### src/rtl/lfsr_range_rng.sv
// Fibonacci-style LFSR with rejection sampling into 0..MAX_VALUE-1 and a valid/ready output register.
// One-cycle latency from an in-range candidate to rand_valid; the held sample is stable until accepted.
module lfsr_range_rng #(
    parameter int               WIDTH     = 16,
    parameter logic [WIDTH-1:0] TAPS      = 16'hD008,
    parameter longint           MAX_VALUE = 18,
    parameter logic [WIDTH-1:0] SEED      = {{(WIDTH-1){1'b0}}, 1'b1},
    localparam int              OUT_W     = $clog2(MAX_VALUE)
) (
    input  logic             clk,
    input  logic             rst_n,
    input  logic             en,
    input  logic             seed_load,
    input  logic [WIDTH-1:0] seed_in,
    input  logic             rand_ready,
    output logic             rand_valid,
    output logic [OUT_W-1:0] rand_value,
    output logic             seed_zero,
    output logic [15:0]      reject_cnt
);

    typedef enum logic {FILL, VALID} state_t;

    // MAX_VALUE may be 2^WIDTH, so the range compare is done one bit wider than any lfsr slice
    localparam logic [32:0] MAX_EXT = 33'(MAX_VALUE);

    state_t           state, state_nx;
    logic [WIDTH-1:0] lfsr, lfsr_nx, lfsr_step;
    logic [OUT_W-1:0] cand, value_nx;
    logic [15:0]      rej_nx;
    logic             sz_nx, accept, in_range, lfsr_ok;

    assign lfsr_step  = {lfsr[WIDTH-2:0], ^(lfsr & TAPS)};
    assign cand       = lfsr[OUT_W-1:0];
    assign in_range   = 33'(cand) < MAX_EXT;
    assign lfsr_ok    = (lfsr != '0);
    assign rand_valid = (state == VALID);
    assign accept     = rand_valid & rand_ready;

    always_comb begin
        state_nx = state;
        lfsr_nx  = lfsr;
        value_nx = rand_value;
        rej_nx   = reject_cnt;
        sz_nx    = 1'b0;
        if (seed_load) begin
            state_nx = FILL;
            if (seed_in == '0) begin
                lfsr_nx = SEED;
                sz_nx   = 1'b1;
            end else begin
                lfsr_nx = seed_in;
            end
        end else begin
            // a stuck-at-zero register is recovered even while frozen
            if (!lfsr_ok) begin
                lfsr_nx = SEED;
                sz_nx   = 1'b1;
            end else if (en) begin
                lfsr_nx = lfsr_step;
            end
            case (state)
                FILL: begin
                    if (en && lfsr_ok) begin
                        if (in_range) begin
                            value_nx = cand;
                            state_nx = VALID;
                        end else if (reject_cnt != 16'hFFFF) begin
                            rej_nx = reject_cnt + 16'd1;
                        end
                    end
                end
                VALID: begin
                    if (accept) begin
                        if (en && lfsr_ok && in_range) begin
                            value_nx = cand;
                        end else begin
                            state_nx = FILL;
                        end
                    end
                end
                default: state_nx = FILL;
            endcase
        end
    end

    always_ff @(posedge clk) begin
        if (!rst_n) begin
            state      <= FILL;
            lfsr       <= SEED;
            rand_value <= '0;
            reject_cnt <= '0;
            seed_zero  <= 1'b0;
        end else begin
            state      <= state_nx;
            lfsr       <= lfsr_nx;
            rand_value <= value_nx;
            reject_cnt <= rej_nx;
            seed_zero  <= sz_nx;
        end
    end

endmodule

### config.mk
export PLATFORM = sky130hd
export DESIGN_NAME = lfsr_range_rng
export DESIGN_NICKNAME = d
export VERILOG_FILES = /design/src/rtl/lfsr_range_rng.sv
export SDC_FILE = /design/constraint.sdc
export NUM_CORES = 1
export LEC_CHECK = 0
export CAP_MARGIN = 20
export CORE_ASPECT_RATIO = 0.8
export CORE_MARGIN = 5
export CORE_UTILIZATION = 48
export CTS_BUF_LIST = sky130_fd_sc_hd__clkbuf_2 sky130_fd_sc_hd__clkbuf_4 sky130_fd_sc_hd__clkbuf_8
export CTS_CLUSTER_SIZE = 25
export DETAILED_ROUTE_END_ITERATION = 10
export PLACE_DENSITY_LB_ADDON = 0.12
export SLEW_MARGIN = 15
export SYNTH_ARGS = -nofsm -noshare
export SYNTH_HDL_FRONTEND = slang
export SYNTH_SLANG_ARGS = --single-unit
### constraint.sdc
create_clock -name clk -period 3.95 [get_ports clk]
set_input_delay 0.79 -clock clk [delete_from_list [all_inputs] [get_ports clk]]
set_output_delay 0.79 -clock clk [all_outputs]
set_load 0.05 [all_outputs]
==> qor.yml <==
hold_path:
  worstHoldPathType: "reg -> reg"
  hold-path-cell-count: 2
  holdPathEnd: "rand_value[2]"
  min_from: "rand_value[2]"
finish:
  n_antenna_cell: 0
  fin_nets: 298
  fill_cells: 370
  drive_gt1_frac: 0.0688
  post_layout_nonfiller_instances: 333
  syn_to_final_growth_pct: 28.5
yosys:
  yosysTopAreaCell: "dfxtp_1"
  yosysTopAreaCellShare: 0.391
  synth.distinct_cells: 37
  yosysWarnings: 0
  syn-mean-instance-area_um2: 8.39
  netlist_area_um2: 2000
  synth_edf_count: 0
  syn_inst: 238
  async_flop_share: 0
  ys.flop_type: "dfxtp_1"
  synth-seq-cells: 39
  synth.most_common_cell: "dfxtp_1"
  synth_nets: 261
  ys_seq_area_frac: 0.391
  synthTopCellsByArea: "dfxtp_1, mux2i_1, o31ai_1, nand2_1, a21oi_1"
  yosys-top-cells-count: "dfxtp_1, nand2_1, a21oi_1"
power_and_ir_drop:
  pwr_density_cell_nw_per_um2: 348
  leakage_nw: 0.877
  switching_share: 0.252
  p_switching_mw: 0.225
  ir_drop_uv: 221
  p_int_mw: 0.668
  combPwrFrac: 0.138
  pwr-share-seq: 0.475
  p_total_mw: 0.892
  p_clk_frac: 0.387
clock_tree:
  clock-sinks: 39
  clk_latency_ns: 0.29
  post_cts_buffers: 0
  cts_root_buffer: "clkbuf_8"
  cts_tree: "done"
  cts-resized-gates: 0
  cts_made_buffers: 5
  path_clk_slew_ns: 0.08
  h-tree-depth: 2
  clk_path_buf_depth: 2
  postCtsHoldBufs: 0
timing:
  finalCritPeriodShare: 0.650
  finalHoldViolCount: 0
  rsz0062_at_grt: "false"
  fin_skew_ns: 0.00566
  slew_headroom: 0.526
  setup_viol: 0
  setup_ws_ns: 1.38
  layout_min_cycle_time_ns: 2.57
  slew_violations: 0
  fin_setup_tns_ns: 0
  tightest_slew_ns: 0.702
  fmax_mhz: 390
placed_design:
  dpl_worst_slack_ns: 1.09
  portBuffers: 43
  dp_cells: 325
  gp_congestion: 0.831
  dp_hpwl_mm: 3.51
grt:
  met3_usage: 0.0467
  antenna_found_initial: 0
  grt_pass1_vias: 1662
  grt.busiest_layer: "met1"
  grt_use_met2: 0.273
  grt-ovfl-total: 0
  grt_use_total: 0.193
  grt_max_degree: 26
  grt_pass1_wl_mm: 8.19
  grt_use_met1: 0.282
critical_path:
  cp.arrival_ns: 2.78
  worstPathRequired_ns: 4.17
  reg2reg_from: "lfsr[14]"
  cp-start-kind: "input port"
  rr_endpoint: "rand_value[3]"
  path_max_fanout: 25
  crit_type: "in -> reg"
  reg2regPathDepth: 6
  max_stage_delay_ns: 0.69
  endpoint_kind: "register"
  regToRegSetupSlack_ns: 1.67
  critical_path.cell_chain: "clkdlybuf4s50_1 > buf_4 > or4_4 > or4_1 > a21oi_1"
  crit_slowest_cell: "or4_4"
drt:
  drtPass1Iterations: 4
  drc: 0
  wl_per_cell_um: 15.0
  routed_wl_mm: 4.99
  vias_per_cell: 5.80
  ant_nets: 0
  dr_total_vias: 1933
  drtIter0Drc: 165
outcome:
  status: "finished clean"
die:
  core-area_um2: 4100
  rows: 21
  start_util: 0.487
  io_pins: 44
  die_x_um: 82.1
  dieArea_um2: 5560
  die-height_um: 67.7
flow_run:
  drv_cap: 0
[final cells by class]
cell class / instances / area (um2) / share of cell area
Multi-Input combinational cell: 174 / 1100 / 0.430
Sequential cell: 39 / 781 / 0.304
Timing Repair Buffer: 48 / 468 / 0.182
Clock buffer: 6 / 82.6 / 0.0322
Tap cell: 57 / 71.3 / 0.0278
Clock inverter: 2 / 35.0 / 0.0137
Inverter: 7 / 26.3 / 0.0102
[logic make-up after synthesis]
| kind of cell | after synthesis | synth area share |
|---|---|---|
| and+or+nand+nor | 89 | 0.241 |
| AOI/OAI and AO/OA | 65 | 0.206 |
| DFF | 39 | 0.391 |
| buffers and inverters | 25 | 0.0601 |
| muxes | 16 | 0.0802 |
| xor gates and xnor gates | 2 | 0.00877 |
| adders and majority gates | 2 | 0.0125 |
[sequential cells by signal, summed over array words and instances (netlist names)]
signal	cells
lfsr	16
rand_valid	1
rand_value	5
reject_cnt	16
seed_zero	1
[power groups by stage]
stage	clock network, mW	logic (mW)	registers (mW)
2_1_floorplan	0	0.0676	0.441
3_5_place_dp	0	0.121	0.433
4_1_cts	0.350	0.123	0.424
5_1_grt	0.368	0.136	0.426
6_report	0.346	0.123	0.424
3_3_place_gp	0	0.121	0.433
[cells in the final DEF, fill, tap and decap left out, drive strengths merged, types with 3 or more instances in the layout]
master / count
buf: 5
o21ai: 11
and3: 3
nor3: 4
nand3: 3
nand2: 35
dfxtp: 39
nand2b: 7
a21oi: 24
clkdlybuf4s50: 43
nor4: 14
or4: 8
inv: 7
mux2i: 16
clkbuf: 6
nand4: 7
o31ai: 21
[stage by stage]
stage / util / hold slack (ns) / area [um2]
after floorplan: - / 0.451 / 2000
after global placement: 0.597 / 0.448 / 2450
after detailed placement: 0.597 / 0.450 / 2450
after CTS: 0.626 / 0.467 / 2570
after global routing: 0.626 / 0.483 / 2570
final: 0.626 / 0.462 / 2570
[metal layers]
layer,vias up,wire [um]
met5,-,0
met3,7,303
li1,960,-
met2,57,2180
met1,909,2450
met4,0,57
[worst max path at each step]
stage / endpoint / start / cells after the start
floorplan: reject_cnt[4] / seed_load / 6
global placement: reject_cnt[3] / seed_load / 5
detailed placement: reject_cnt[13] / seed_load / 5
CTS: reject_cnt[13] / seed_load / 5
global route: reject_cnt[7] / seed_load / 5
finish: reject_cnt[13] / seed_load / 5
[critical path: cells and delay by family]
kind | cells | cell delay (ns)
AOI/OAI and AO/OA | 1 | 0.15
and+or+nand+nor | 2 | 1.24
buffers and inverters | 2 | 0.59
No activity file was read; power rests on OpenSTA's default activity.
